===== src/rtl/alu_share_arbiter.sv =====
// alu_share_arbiter
// Two requesters (A = execute stage, B = branch/address unit) share one
// external combinational ALU. Round-robin grant, one transaction in flight,
// operands held on alu_* for ALU_LAT cycles before the result is captured
// into the owning requester's response registers.
module alu_share_arbiter #(
    parameter int WIDTH   = 32,
    parameter int ALU_LAT = 1
) (
    input  logic             clk,
    input  logic             rst,
    // requester A
    input  logic             a_valid,
    output logic             a_ready,
    input  logic [WIDTH-1:0] a_op1,
    input  logic [WIDTH-1:0] a_op2,
    input  logic [2:0]       a_sel,
    output logic             a_rsp_valid,
    input  logic             a_rsp_ready,
    output logic [WIDTH-1:0] a_res,
    output logic             a_z,
    output logic             a_err,
    // requester B
    input  logic             b_valid,
    output logic             b_ready,
    input  logic [WIDTH-1:0] b_op1,
    input  logic [WIDTH-1:0] b_op2,
    input  logic [2:0]       b_sel,
    output logic             b_rsp_valid,
    input  logic             b_rsp_ready,
    output logic [WIDTH-1:0] b_res,
    output logic             b_z,
    output logic             b_err,
    // shared ALU
    output logic [WIDTH-1:0] alu_op1,
    output logic [WIDTH-1:0] alu_op2,
    output logic [2:0]       alu_sel,
    input  logic [WIDTH-1:0] alu_res,
    input  logic             alu_z,
    output logic             busy
);

    localparam logic [1:0] S_IDLE = 2'd0;
    localparam logic [1:0] S_EXEC = 2'd1;
    localparam logic [1:0] S_RESP = 2'd2;

    localparam logic GNT_A = 1'b0;
    localparam logic GNT_B = 1'b1;

    // Capture happens on the edge where the cycle counter reaches this value.
    localparam logic [3:0] LAT_M1 = 4'(ALU_LAT - 1);

    logic [1:0]       state_q,      state_d;
    logic             last_grant_q, last_grant_d;
    logic             owner_q,      owner_d;
    logic [3:0]       cnt_q,        cnt_d;
    logic [WIDTH-1:0] alu_op1_q,    alu_op1_d;
    logic [WIDTH-1:0] alu_op2_q,    alu_op2_d;
    logic [2:0]       alu_sel_q,    alu_sel_d;
    logic [WIDTH-1:0] a_res_q,      a_res_d;
    logic             a_z_q,        a_z_d;
    logic             a_err_q,      a_err_d;
    logic [WIDTH-1:0] b_res_q,      b_res_d;
    logic             b_z_q,        b_z_d;
    logic             b_err_q,      b_err_d;

    logic             grant;
    logic             idle;
    logic             accept;
    logic [WIDTH-1:0] req_op1;
    logic [WIDTH-1:0] req_op2;
    logic [2:0]       req_sel;
    logic             req_sel_ok;
    logic             owner_rsp_ready;

    // Round-robin grant: a lone requester wins; on a tie the one not granted last time wins.
    always_comb begin
        grant = GNT_A;
        if (a_valid && !b_valid) begin
            grant = GNT_A;
        end else if (b_valid && !a_valid) begin
            grant = GNT_B;
        end else if (a_valid && b_valid) begin
            grant = ~last_grant_q;
        end
    end

    // Handshake decode; ready is held low while reset is asserted so nothing is accepted then.
    always_comb begin
        idle            = (state_q == S_IDLE) && !rst;
        a_ready         = idle && a_valid && (grant == GNT_A);
        b_ready         = idle && b_valid && (grant == GNT_B);
        accept          = a_ready || b_ready;
        req_op1         = (grant == GNT_B) ? b_op1 : a_op1;
        req_op2         = (grant == GNT_B) ? b_op2 : a_op2;
        req_sel         = (grant == GNT_B) ? b_sel : a_sel;
        req_sel_ok      = (req_sel <= 3'b100);
        owner_rsp_ready = (owner_q == GNT_B) ? b_rsp_ready : a_rsp_ready;
    end

    // Next-state logic for the IDLE -> EXEC -> RESP -> IDLE sequence.
    always_comb begin
        state_d      = state_q;
        last_grant_d = last_grant_q;
        owner_d      = owner_q;
        cnt_d        = cnt_q;
        alu_op1_d    = alu_op1_q;
        alu_op2_d    = alu_op2_q;
        alu_sel_d    = alu_sel_q;
        a_res_d      = a_res_q;
        a_z_d        = a_z_q;
        a_err_d      = a_err_q;
        b_res_d      = b_res_q;
        b_z_d        = b_z_q;
        b_err_d      = b_err_q;

        case (state_q)
            S_IDLE: begin
                if (accept) begin
                    owner_d      = grant;
                    last_grant_d = grant;
                    cnt_d        = 4'd0;
                    if (req_sel_ok) begin
                        alu_op1_d = req_op1;
                        alu_op2_d = req_op2;
                        alu_sel_d = req_sel;
                        state_d   = S_EXEC;
                    end else begin
                        // Bad op code never reaches the ALU; answer with an error straight away.
                        if (grant == GNT_B) begin
                            b_res_d = '0;
                            b_z_d   = 1'b0;
                            b_err_d = 1'b1;
                        end else begin
                            a_res_d = '0;
                            a_z_d   = 1'b0;
                            a_err_d = 1'b1;
                        end
                        state_d = S_RESP;
                    end
                end
            end
            S_EXEC: begin
                cnt_d = cnt_q + 4'd1;
                if (cnt_q == LAT_M1) begin
                    if (owner_q == GNT_B) begin
                        b_res_d = alu_res;
                        b_z_d   = alu_z;
                        b_err_d = 1'b0;
                    end else begin
                        a_res_d = alu_res;
                        a_z_d   = alu_z;
                        a_err_d = 1'b0;
                    end
                    state_d = S_RESP;
                end
            end
            S_RESP: begin
                // Holds here for as long as the owner withholds rsp_ready.
                if (owner_rsp_ready) begin
                    state_d = S_IDLE;
                end
            end
            default: begin
                state_d = S_IDLE;
            end
        endcase
    end

    // State registers; last_grant resets to B so A wins the first tie.
    always_ff @(posedge clk) begin
        if (rst) begin
            state_q      <= S_IDLE;
            last_grant_q <= GNT_B;
            owner_q      <= GNT_A;
            cnt_q        <= 4'd0;
            alu_op1_q    <= '0;
            alu_op2_q    <= '0;
            alu_sel_q    <= 3'b000;
            a_res_q      <= '0;
            a_z_q        <= 1'b0;
            a_err_q      <= 1'b0;
            b_res_q      <= '0;
            b_z_q        <= 1'b0;
            b_err_q      <= 1'b0;
        end else begin
            state_q      <= state_d;
            last_grant_q <= last_grant_d;
            owner_q      <= owner_d;
            cnt_q        <= cnt_d;
            alu_op1_q    <= alu_op1_d;
            alu_op2_q    <= alu_op2_d;
            alu_sel_q    <= alu_sel_d;
            a_res_q      <= a_res_d;
            a_z_q        <= a_z_d;
            a_err_q      <= a_err_d;
            b_res_q      <= b_res_d;
            b_z_q        <= b_z_d;
            b_err_q      <= b_err_d;
        end
    end

    // Output drive straight from registers; response valid follows RESP and the owner.
    always_comb begin
        alu_op1     = alu_op1_q;
        alu_op2     = alu_op2_q;
        alu_sel     = alu_sel_q;
        a_res       = a_res_q;
        a_z         = a_z_q;
        a_err       = a_err_q;
        b_res       = b_res_q;
        b_z         = b_z_q;
        b_err       = b_err_q;
        a_rsp_valid = (state_q == S_RESP) && (owner_q == GNT_A);
        b_rsp_valid = (state_q == S_RESP) && (owner_q == GNT_B);
        busy        = (state_q != S_IDLE);
    end

endmodule


===== config.mk =====
export PLATFORM = sky130hd
export DESIGN_NAME = alu_share_arbiter
export DESIGN_NICKNAME = d
export VERILOG_FILES = /design/src/rtl/alu_share_arbiter.sv
export SDC_FILE = /design/constraint.sdc
export NUM_CORES = 1
export LEC_CHECK = 0
export CAP_MARGIN = 20
export CORE_MARGIN = 5
export CORE_UTILIZATION = 36
export DETAILED_ROUTE_END_ITERATION = 10
export PLACE_DENSITY = 0.84
export SLEW_MARGIN = 10
export SYNTH_ARGS = -nofsm -noshare
export SYNTH_HDL_FRONTEND = slang
export SYNTH_SLANG_ARGS = --single-unit

===== constraint.sdc =====
create_clock -name clk -period 1.9 [get_ports clk]
set_input_delay 0.285 -clock clk [delete_from_list [all_inputs] [get_ports clk]]
set_output_delay 0.285 -clock clk [all_outputs]
set_load 0.1 [all_outputs]

== Word level (Yosys, flattened, before mapping) ==
Cells that the tools add are included.

* Register bits: 143
* Output and inout bits: 140

* Reduce and logical (&&, ||, !) cells: 24
* Bitwise gates (word level): 3
* Add/sub/neg operators: 1
* Multiplexer cells: 50
* Magnitude comparators: 1
* Eq/ne operators: 10

{| class="wikitable"
|+ Operators by type and width
! cell !! number
|-
| two-way mux 32 bit || 12
|-
| one-hot mux 32 bit (2 select lines) || 2
|-
| two-way mux 1 bit || 24
|-
| inequality test 2 bit, second input constant || 8
|-
| AND reduction 6 bit || 2
|-
| logical AND 1 bit || 10
|-
| two-way mux 2 bit || 4
|-
| one-hot mux 1 bit (2 select lines) || 4
|-
| one-hot mux 4 bit (2 select lines) || 1
|-
| one-hot mux 2 bit (3 select lines) || 1
|-
| AND reduction 3 bit || 2
|-
| adder 4 x 1 -> 4 bit, second input constant || 1
|-
| logical NOT 4 bit || 1
|-
| two-way mux 4 bit || 1
|-
| AND reduction 2 bit || 2
|-
| nonzero test 2 bit || 2
|-
| less-or-equal comparator 3 bit, second input constant || 1
|-
| logical NOT 1 bit || 3
|-
| two-way mux 3 bit || 1
|-
| inverter 1 bit || 3
|-
| equality test 2 x 1 -> 1 bit, second input constant || 1
|-
| equality test 2 bit, second input constant || 1
|-
| logical NOT 2 bit || 1
|-
| logical OR 1 bit || 1
|}

== Depth between registers and ports, before layout ==
Gate-level depths: netlist of the first run.

* Word-level depth: 9
* Depth in mapped cells: 9
* Depth with buffers taken out: 6

== Worst setup path after synthesis of the first run ==
OpenSTA, ideal clock, no wires.

* Path type: flip-flop to output port
* From: register state_q[1]
* To: output port a_rsp_valid
* Cell stages (with the launch flop): 4
* Buffers on the path: 1
* Path slack: -1.103 ns
* Data arrival time: 2.718 ns
* Cell sequence: dfxtp_1 -> clkbuf_1 -> inv_1 -> nor3_1

* Longest elaborated chain between the ends: 2

{| class="wikitable"
|+ RTL lines
! element !! RTL line !! RTL
|-
| start: declaration || 53 || <nowiki>logic [1:0] state_q, state_d;</nowiki>
|-
| start signal: assignment || 187 || <nowiki>state_q <= state_d;</nowiki>
|-
| equality test 2 bit || 214 || <nowiki>a_rsp_valid = (state_q == S_RESP) && (owner_q == GNT_A);</nowiki>
|-
| logical AND 1 bit || 214 ||
|-
| end: declaration || 18 || <nowiki>output logic a_rsp_valid,</nowiki>
|}

Every way passes these cells.

== Final worst setup path of the first run ==
* From: register state_q[1]
* To: output port a_ready

* Longest elaborated chain between the ends: 4

{| class="wikitable"
|+ RTL lines
! element !! RTL line !! RTL
|-
| logical NOT 2 bit || 90 || <nowiki>idle = (state_q == S_IDLE) && !rst;</nowiki>
|-
| logical AND 1 bit || 90 ||
|-
| logical AND 1 bit (2 in a row) || 91 || <nowiki>a_ready = idle && a_valid && (grant == GNT_A);</nowiki>
|-
| end: declaration || 14 || <nowiki>output logic a_ready,</nowiki>
|}

Every way passes these cells.

==> impl_results.md, run 1 <==
* Number of DRC markers in iteration 0 at 209
* Synth Area in Adders at less than 1%
* Yosys top cell area share at approximately 46%
* Final hold vios at 0
* XOR/XNOR Fraction of Synth Area at less than 1%
* Finish-stage setup viols at 0
* Critical Path RT at roughly 1600 ps
* DRC at 0
* Crit. End Element: output port
* Gpl congestion at between 0.7 and 0.8
* Max-slew violation count at 0
* Crit path from: state_q[1]
* Vias in the first global route at around 6300
* M1 GR Usage at ~23%
* Drt pass-1 iters at 4
* Period minus WS final at 1830 ps
* Outcome: finished, final reports clean
* Largest net degree at the start of global routing at 86
* Mux contribution to synthesized area at 11.4%
* Area delta synth->final at 65.6%
* R2r endpoint: a_res[7]
* Die area at 19900 µm²
* Async SR Flop Fraction at 0%
* Clock Tree Root: clkbuf_16
* Worst flop-to-flop path startpoint: cnt_q[0]
* Post-Syn Nets at 815
* Largest family of logic cells by synthesized area: compound AO/OA/AOI/OAI gates
* CTS clock-pin slew for the worst setup and hold paths at roughly 60 ps
* Port Buf Inserts at roughly 310
* Top delay family on crit path: buffers and inverters
* Antenna Violating Nets Remaining at 0
* Hold crit path type: input pin to flop
* Synth Area in Compound Gates at approximately 28%
* Pwr Density at about 950 nW/µm²
* Final worst-path cycle share at between 90% and 100%
* Design area at 10300 µm²
* Die X at roughly 140 µm
* Synth Area in Simple Gates at 4.71%
* Hold_buf cts at 0
* Standard-cell rows at 48
* Total congestion overflow at 0
* Worst VDD drop at between 600 and 700 µV
* Synth warn at 0
* R2r setup slk at 110 ps
* CP Launch Type: flop
* Post-DP HPWL at roughly 16000 µm
* Post-synth top area cell: dfxtp_1
* Crit-path max FO at 8
* Ranking of synthesized cells by area: dfxtp_1, mux2i_1, o32ai_1
* Count leader, synth: dfxtp_1
* Post-Synthesis Cells at 640
* Post-synthesis sequential area ratio at about 46%
* Max-slew headroom at between 30% and 40%
* CP max stage delay at roughly 340 ps
* Mean post-synth cell area at 9.68 µm²
* Yosys reg bits at around 140
* RSZ-0062 raised after global routing: no
* CTS sink cnt at between 100 and 150
* WHS Path Cells at 2
* Critical Path AT at 1540 ps
* Hold Path Sink: state_q[0]
* WL/cell at approximately 18 µm
* NumNets Final at 1136
* CTS H-tree lvls at 4
* Worst setup path class: flop to output port
* Grt peak-use layer: met2
* Synth cell count leaders: dfxtp_1, inv_1, a21oi_1
* Least-Margin Pin Slew at ~970 ps
* Hold path start: rst
* DR vias at approximately 6000
* Initial antenna violation count at 0
* CTS tree: yes
* CTS buffer count at 17
* Area after DPL at ~9600 µm²
* CTS max path bufs at 2
* Post-synth EDFFs at 0
* Post-Route WL at 21000 µm
* Mapped Area at ~6200 µm²
* Setup Skew at 10.8 ps
* Via density at approximately 5.1
* Clk Latency, worst-skew pair at between 400 and 500 ps
* P_leak at roughly 4.1 nW
* Io pins at 313
* Max_cap viols at 0
* Fin Hold WS at between 100 and 150 ps
* First-pass GRT wire length at ~33000 µm
* Layout cells sized above 1 at between 20% and 30%
* GR Util All Layers at about 20%
* CP cell instances: buf_6 > nor3_4 > and3_4 > buf_4 > buf_12
* Critical path's slowest cell: dfxtp_2
* Initial core utilization at a little over a third
* FMAX at around 0.55 GHz
* Main synth FF type: dfxtp_1
* GR Util met2 at around 35%
* Count of different cell masters after synthesis at 37
* FF-to-FF path depth at 7
* Core area at 17100 µm²
* Crit path buf inv count at 3
* Met3 usage at 6.92%
* Chip height at approximately 140 µm
-- routing by layer --
layer	vias up	wire length, µm
met4	0	544
met2	272	10500
met3	38	1970
li1	2983	-
met5	-	0
met1	2805	8060
-- logic make-up after synthesis --
| logic type | count (synthesis) |
|---|---|
| xor+xnor | 2 |
| simple gates | 64 |
| flops | 143 |
| buf+inv | 138 |
| compound gates | 221 |
| fa+ha+maj | 2 |
| mux | 70 |
-- per-stage QoR --
| step | setup TNS, ps | utilization, % | total power [mW] | cells | setup WS (ps) |
|---|---|---|---|---|---|
| after global placement | -20350 | 55.9 | 6.42 | 1163 | -210 |
| after CTS | 0 | 59.7 | 9.85 | 1197 | 0.172 |
| after detailed placement | -23830 | 55.9 | 6.45 | 1163 | -287 |
| after global routing | 0 | 59.9 | 10.2 | 1198 | 1.06 |
| final | 0 | 59.9 | 9.77 | 1199 | 73.1 |
| after floorplan | -18720 | - | 5.41 | 640 | -317 |
-- placed cells by master (no fill, tap or decap), drive strengths merged, types with 19 or more instances in the layout --
| cell | netlist | routed |
|---|---|---|
| a21oi | 69 | 69 |
| dfxtp | 143 | 143 |
| mux2i | 68 | 68 |
| clkdlybuf4s50 | 0 | 171 |
| nand2 | 38 | 38 |
| a211oi | 64 | 64 |
| o32ai | 68 | 68 |
| clkbuf | 43 | 19 |
| inv | 74 | 76 |
| buf | 21 | 195 |
-- cell type report --
type	instances	area, µm²
fillers	1414	6860
flip-flops and latches	143	2870
multi-input cells	359	2850
inverters	74	282
clock inverters	12	159
clock buffers	19	433
diodes	1	2.50
repair buffers	366	3390
well taps	225	282
-- worst reg2reg max path, delay by kind of cell, from the launching register on --
family                     cells  cell delay (ps)
buffers and inverters          2              320
DFF                            1              310
AOI/OAI and AO/OA              2              310
and+or+nand+nor                2              580
adders and majority gates      1              130
-- registers in the layout, summed over array words and instances, names as in the netlist, 2 cells and up --
signal	cells
a_res	32
alu_op1	32
alu_op2	32
b_res	32
cnt_q	4
alu_sel	3
state_q	2
-- repair_timing --
| item | in CTS | in global routing |
|---|---|---|
| setup buffers | 2 | 1 |
| gates resized for setup | 7 | 11 |
| pin swaps | 1 | 2 |
| cloned | 1 | 0 |
| endpoints found under the setup margin | 29 | 94 |
-- worst max-delay path by stage --
stage,endpoint,slack [ps],cells after the start
floorplan,alu_op1[10],-320,9
global placement,alu_op2[4],-210,6
detailed placement,alu_op1[1],-290,6
CTS,a_ready,0.2,5
global route,a_ready,1,5
finish,a_ready,70,5
-- power breakdown --
part	switching (mW)	internal, mW
Sequential	0.109	3.18
Clock	1.27	2.07
Combinational	2.07	1.07
No activity file was read; power rests on OpenSTA's default activity.
==> run 2: changes to the inputs <==
Settings changed: CORE_AREA set to 5 5 119 121, CORE_MARGIN 5 to not set, CORE_UTILIZATION 36 to not set, DIE_AREA set to 0 0 124 126, DONT_BUFFER_PORTS set to 1, PLACE_DENSITY 0.84 to 0.73.
==> impl_results.md, run 2 (synthesis gave the netlist of run 1 again) <==
* WL met1 at approximately 7300 µm
* Port Buf Inserts at 0
* Vias in the first global route at roughly 5600
* DR vias at ~5500
* WL met2 at roughly 10000 µm
* Initial core utilization at roughly 48%
* Via density at between 5 and 6
* Clk Latency, worst-skew pair at ~420 ps
* Crit. End Element: output port
* WL/cell at 20.8 µm
* Drt pass-1 iters at 4
* Worst setup path class: flop to output port
* Commonest non-fill, non-tap cell in the layout: buf_4
* Most frequent cells in the layout: buf_4, dfxtp_1, inv_1
* Antenna Violating Nets Remaining at 0
* Largest net degree at the start of global routing at around 150
* Outcome: complete, but fails checks
* Setup Skew at ~5.9 ps
* Fin Hold WS at -60.8 ps
* NumNets Final at 937
* Clock Tree Root: clkbuf_16
* Period minus WS final at between 1500 and 2000 ps
* Finish-stage setup viols at 0
* Pwr Density at 1110 nW/µm²
* Hold crit path type: input pin to flop
* CTS H-tree lvls at 4
* Critical Path RT at 1620 ps
* CTS tree: yes
* Critical Path AT at about 1600 ps
* CP Launch Type: flop
* Initial antenna violation count at 0
* Worst VDD drop at roughly 640 µV
* Antenna diodes at 0
* Io pins at 313
* Post-DP HPWL at roughly 14000 µm
* CTS sink cnt at ~140
* Die X at ~120 µm
* CTS buffer count at 17
* Layout cells sized above 1 at between 30% and 40%
* Met3 routed WL at about 1700 µm
* First-pass GRT wire length at slightly below 30000 µm
* Max_cap viols at 0
* Inst Count DP at 909
* Top sig layer: met4
* Final worst-path cycle share at 97.7%
* Max-slew headroom at 66.8%
* Max-slew violation count at 0
* DRC at 0
* Number of DRC markers in iteration 0 at approximately 230
* Standard-cell rows at 42
* Post-Layout Cell Count at 950
* Hold_buf cts at 2
* Total congestion overflow at 0
* Smallest setup slack after layout at 43.5 ps
* CTS max path bufs at 2
* Gpl congestion at 0.837
* Area delta synth->final at 32.7%
* Violated checks: hold timing
* Die area at between 15000 and 20000 µm²
* Least-Margin Pin Slew at 498 ps
* GR Util All Layers at 23.7%
* P_leak at about 3.3 nW
* CTS clock-pin slew for the worst setup and hold paths at 60 ps
* DP Worst Slack at around 34 ps
* Core area at 13000 µm²
* Final hold vios at 47
* FMAX at 0.539 GHz
* Chip height at between 100 and 150 µm
* Post-Route WL at about 20000 µm
* Crit-path max FO at 5
-- run 2: stage by stage --
stage	area [µm²]	setup TNS, ps	power (mW)	util [%]	hold slack (ps)
final	8220	0	9.15	63.3	-60.8
after global routing	8220	-498	9.47	63.3	-74.6
after CTS	8050	0	9.10	62.0	-69.6
after detailed placement	7420	0	5.86	57.2	375
after global placement	7420	0	5.80	57.2	370
after floorplan	6250	-18720	5.41	-	453
-- run 2: report_power, final --
group	switching, mW	internal [mW]
Combinational	1.98	0.677
Sequential	0.0694	3.17
Clock	1.29	1.96
Total	3.34	5.81
-- run 2: repair_timing --
| item | 4_1_cts | 5_1_grt |
|---|---|---|
| endpoints found under the hold margin | 123 | 127 |
| cloned | 0 | 5 |
| buffers inserted | 0 | 3 |
| gates resized for setup | 7 | 27 |
| pin swaps | 0 | 3 |
| setup endpoints to repair | 2 | 75 |
-- run 2: worst paths after layout --
path / from / endpoint / slack [ps] / cells past startpoint
min reg2reg: a_res[19] / a_res[19] / 470 / 2
max: owner_q / b_rsp_valid / 40 / 3
min: rst / alu_op1[25] / -60 / 1
max reg2reg: state_q[0] / alu_op2[14] / 90 / 6
-- run 2: routing by layer --
layer,vias up,global-route usage [%]
met4,0,9.34
li1,2574,-
met5,-,0
met2,246,41.5
met1,2599,25.5
met3,33,9.06
-- run 2: worst max-delay path, cell delays in order (launching register included) --
cell     delay (ps)
dfxtp_1         540
inv_1           150
nor3_4          250
buf_12          200
-- run 2: layout make-up --
type / instances / area (µm²)
clock buffers: 18 / 439
clock inverters: 13 / 139
fillers: 1032 / 4760
inverters: 74 / 285
multi-input cells: 359 / 2850
flip-flops and latches: 143 / 2860
well taps: 176 / 220
repair buffers: 167 / 1420
==> run 3: changes to the inputs <==
Settings changed: CTS_CLUSTER_SIZE set to 16.
==> results of run 3 <==
The final DEF is identical to that of run 2; final timing and power are the same.
==> edit 1 (config.mk and constraints of run 2) <==
Register the output `a_err`, without a reset; this adds one clock of latency there. The other outputs are not delayed to match.
--- a/src/rtl/alu_share_arbiter.sv
+++ b/src/rtl/alu_share_arbiter.sv
@@ -52,2 +52,4 @@
 
+    logic a_err_c;
+
     logic [1:0]       state_q,      state_d;
@@ -209,3 +211,3 @@
         a_z         = a_z_q;
-        a_err       = a_err_q;
+        a_err_c     = a_err_q;
         b_res       = b_res_q;
@@ -218,2 +220,6 @@
 
+    always_ff @(posedge clk) begin
+        a_err <= a_err_c;
+    end
+
 endmodule
Check against the original RTL: not equivalent (Yosys sat finds a counterexample within 4 cycles, from zero or initial values and one cycle with rst high).
==> edit 1 against run 2 <==
Area after synthesis grew 0.32%. Wire length shrank 1.2%. Via count is essentially flat. Setup slack lost 0.0012 ns. Power grew 2.1%. Sequential cell count grew 1. First-iteration DRC count grew 22%. Sequential share of layout area shrank 0.34 points. Design area grew 1.8%. The flow still finishes with violations (negative hold slack). Critical endpoint is now a_z$_SDFFE_PP0P_. Critical path depth grew 5.
==> edit 1: results (changes against run 2) <==
Run status
  • Status: finished, violations left
  • Failing checks: negative hold slack

Route
  • Iter 0 DRT Violations: 284 (+22%)
  • First-pass DRT Iterations: 6 (+2)
  • Drt total wl: 19500 microns (-1.2%)
  • Avg Vias per Cell: 5.71 (-0.45%)

Worst setup path
  • Delay-heaviest family, CP: simple AND/OR/NAND/NOR gates
  • Flop-to-flop setup slack: 0.04 ns (-0.05 ns)
  • Slowest CP cell: or3b_4
  • Peak fanout along the critical path: 9 (+4)
  • CP Capture Point: a_z$_SDFFE_PP0P_
  • CP max stage delay: 0.39 ns (-0.15 ns)
  • Crit path DAT: 2.14 ns (+0.57 ns)
  • Reg2reg path depth: 8 (+2)
  • Reg2reg start: cnt_q[1]$_SDFFE_PP0P_
  • RR Endpoint: a_z$_SDFFE_PP0P_
  • Setup CP Type: flip-flop to flip-flop

Finish
  • Fin nets: 941 (+0.43%)
  • Multi-input combinational area share: 34.6% (-0.098 points)
  • # diodes: 0 (unchanged)
  • Multi-In Gates: 359 (unchanged)
  • Non-clk buf share: 17.7% (+0.39 points)
  • Non-CTS inverters: 74 (unchanged)
  • Seq/total area: 34.5% (-0.34 points)
  • Multi-input logic area: 2890 sq um (+1.5%)
  • Plain + repair buffers: 170 (+1.8%)
  • Clock network area share: 7.24% (+0.21 points)
  • Layout cell share with drive strength beyond 1: 32.7% (+0.95 points)
  • Layout Area Growth over Synthesis: 34.6%
  • Filler cells: 1017 (-1.5%)

Logic synthesis
  • Synth top area cells: dfxtp_1 (46%), mux2i_1 (11%), o32ai_1 (9.6%), a211oi_2 (5.8%), a21oi_1 (5.6%)
  • Syn_nets: 816 (+0.12%)
  • Library cells used by synthesis: 37 (unchanged)
  • Sequential area share after synthesis: 46.4% (+0.17 points)
  • Asr flop ratio synth: 0% (unchanged)
  • Seq cells post-synth: 144 (+0.70%)
  • Synth warn: 0 (unchanged)
  • Synth top cells by count: dfxtp_1 (144), inv_1 (74), a21oi_1 (69), mux2i_1 (68), o32ai_1 (68)

Timing
  • Worst hold margin: -0.0176 ns (+0.0433 ns)
  • Max Clock Skew: 0.0117 ns (+0.00579 ns)
  • Number of hold-slack violations in the final timing report: 5 (-89%)
  • Max-slew headroom: 51.2% (-16 points)

Hold path
  • Min-Delay Path Class: primary input to flip-flop
  • Endpoint, Worst Hold: alu_op1[28]$_SDFFE_PP0P_
  • HP Start: rst

GRT
  • Vias in the first global route: 5396 (-3.1%)
  • Global-route wire length before repair: 28300 microns (-2.7%)
  • Total track usage: 23.1% (-0.63 points)
  • Initial antenna violation count: 0 (unchanged)
  • Largest net degree at the start of global routing: 148 (unchanged)

CTS
  • Worst skew pair latency: 0.41 ns
  • Num CTS Buffers: 17 (unchanged)
  • Root buffer cell: clkbuf_16
  • Clk slew on worst S/H paths: 0.06 ns (about the same)
  • H-Tree Depth: 4 (unchanged)

Placement
  • DP Area: 7480 sq um (+0.74%)
  • Post-DP HPWL: 13700 microns (-1.3%)
  • Final GP Congestion: 0.816 (-2.6%)

Power
  • Peak supply drop: 610 uV (-4.9%)
  • Leak Pwr: 3.34 nW (+1.9%)
edit 1: cell count changes in the layout (fill, tap and decap cells not counted), sizes merged:
cell      delta
clkinv       +1
inv          +3
clkinvlp     -3
clkbuf       +1
bufinv       +1
buf          +1
dfxtp        +1
edit 1: timing repair:
item | in CTS | in global routing
endpoints found under the hold margin | 111 | 100
setup endpoints to repair | 35 | 38
buffers inserted | 0 | 4
gates cloned | 0 | 4
resized for setup | 6 | 21
pin swaps | 0 | 5
edit 1: cell families (layout without fill, tap and decap cells):
group | count (synthesis) | after routing | share of synthesized area [%]
muxes | 70 | 70 | 11.4
and+or+nand+nor | 64 | 64 | 4.69
adders and majority gates | 2 | 2 | 0.403
buffers and inverters | 138 | 276 | 9.22
DFF | 144 | 144 | 46.4
xor gates and xnor gates | 2 | 2 | 0.282
AOI/OAI and AO/OA | 221 | 221 | 27.6
edit 1: stage by stage:
stage / std cells / setup WS (ns) / util [%]
CTS: 947 / -0.0307 / 62.6
global placement: 913 / -0.0168 / 57.6
global route: 955 / -0.0349 / 64.4
detailed placement: 913 / -0.0661 / 57.6
finish: 955 / 0.0423 / 64.4
floorplan: 641 / -0.317 / -
edit 1: per-layer routing:
layer | vias to the layer above | routed length, microns | GRT usage [%]
met3 | 27 | 1750 | 7.85
met1 | 2588 | 7210 | 25.9
li1 | 2585 | - | -
met4 | 0 | 505 | 9.34
met2 | 256 | 10100 | 39.7
met5 | - | 0 | 0
edit 1: power by group:
| group | internal [W] | switching, W |
|---|---|---|
| combinational | 0.000700 | 0.00198 |
| sequential | 0.00319 | 0.0000669 |
| clock | 0.00208 | 0.00132 |
| total | 0.00597 | 0.00337 |
==> edit 2 (config.mk and constraints of run 2) <==
Without the edit above. The parameter `WIDTH` goes from 32 to 24.
--- a/src/rtl/alu_share_arbiter.sv
+++ b/src/rtl/alu_share_arbiter.sv
@@ -6,3 +6,3 @@
 module alu_share_arbiter #(
-    parameter int WIDTH   = 32,
+    parameter int WIDTH   = 24,
     parameter int ALU_LAT = 1
Ports: changed (9 resized); port bits go from 313 to 241. No check against the original RTL was run, so the function may have changed too.
==> edit 2 against run 2 <==
Global-route usage shrank 1.9 points. Worst hold slack better by 0.098 ns. Synthesized cell count down 4.1%. Register-to-register slack gained 0.02 ns. Setup slack better by 0.031 ns. Area after synthesis is 5.6% lower. Wire length shrank 12%. Sequential share of layout area decreased by 4.7 points. First-iteration DRC count rose by 38%. Clock skew increased by 0.00061 ns. Design area shrank 10%. Sequential cell count fell by 32. Power decreased by 21%.
==> edit 2: results (changes against run 2) <==
GRT
  • Total track usage: 21.8% (-1.9 points)
  • GRT met3 Usage: 7.40% (-1.7 points)
  • Met2 global-route usage: 36.7% (-4.8 points)
  • Global-route wire length before repair: 27300 microns (-5.9%)

Finish
  • Final Non-Filler Cells: 878 (-7.6%)
  • Multi-input logic area: 3280 sq um (+15%)
  • Layout cell share with drive strength beyond 1: 37.3% (+5.5 points)
  • Non-CTS inverters: 31 (-58%)
  • Filler cells: 1097 (+6.3%)
  • Plain + repair buffers: 135 (-19%)
  • Clock buf count: 11 (-7)
  • Non-clk buf share: 16.4% (-0.85 points)
  • Layout Area Growth over Synthesis: 26.3%
  • Multi-In Gates: 409 (+14%)

Route
  • Iter 0 DRT Violations: 321 (+38%)
  • Wire length on met1: 6660 microns (-8.2%)
  • First-pass DRT Iterations: 5 (+1)
  • Routed wl met3: 1890 microns (+10%)

Worst setup path
  • Peak fanout along the critical path: 7 (+2)
  • Flop-to-flop setup slack: 0.11 ns (+0.02 ns)
  • CP max stage delay: 0.39 ns (-0.15 ns)
  • Crit path DAT: 1.54 ns (-0.03 ns)

CTS
  • Worst skew pair latency: 0.35 ns (-0.07 ns)

Logic synthesis
  • Sequential area share after synthesis: 38.0% (-8.2 points)
  • Seq cells post-synth: 111 (-22%)

Timing
  • Worst hold margin: 0.0368 ns (+0.0976 ns)
  • Worst-Margin Slew: 0.507 ns (+0.00903 ns)
  • Max Clock Skew: 0.00654 ns (+0.000612 ns)

Power
  • Leak Pwr: 2.70 nW (-18%)
  • Switching Power: 0.00286 W (-14%)

Placement
  • DP Cell Count: 857 (-5.7%)

Run status
  • Status: finished, final reports clean
[edit 2: timing repair]
action,in CTS,in global routing
pin swaps,0,1
gates resized for setup,6,25
setup buffers,4,0
endpoints found under the hold margin,49,7
endpoints found under the setup margin,41,29
[edit 2: worst paths after layout]
check                                                to                      start  cells past startpoint
worst min register to register   b_res[19]$_SDFFE_PP0P_     b_res[19]$_SDFFE_PP0P_                      2
worst min-delay path                   a_z$_SDFFE_PP0P_                        rst                      1
worst max register to register  alu_op1[4]$_SDFFE_PP0P_  last_grant_q$_SDFFE_PP1P_                      6
worst max-delay path                        a_rsp_valid    state_q[0]$_SDFFE_PP0P_                      5
[edit 2: logic make-up after synthesis]
family / synth area share, %
AO/OA/AOI/OAI: 30.2
AND/OR/NAND/NOR: 14.2
flip-flops: 38.0
buffers and inverters: 7.68
multiplexers: 9.16
XOR/XNOR: 0.300
adder cells (fa/ha/maj): 0.428
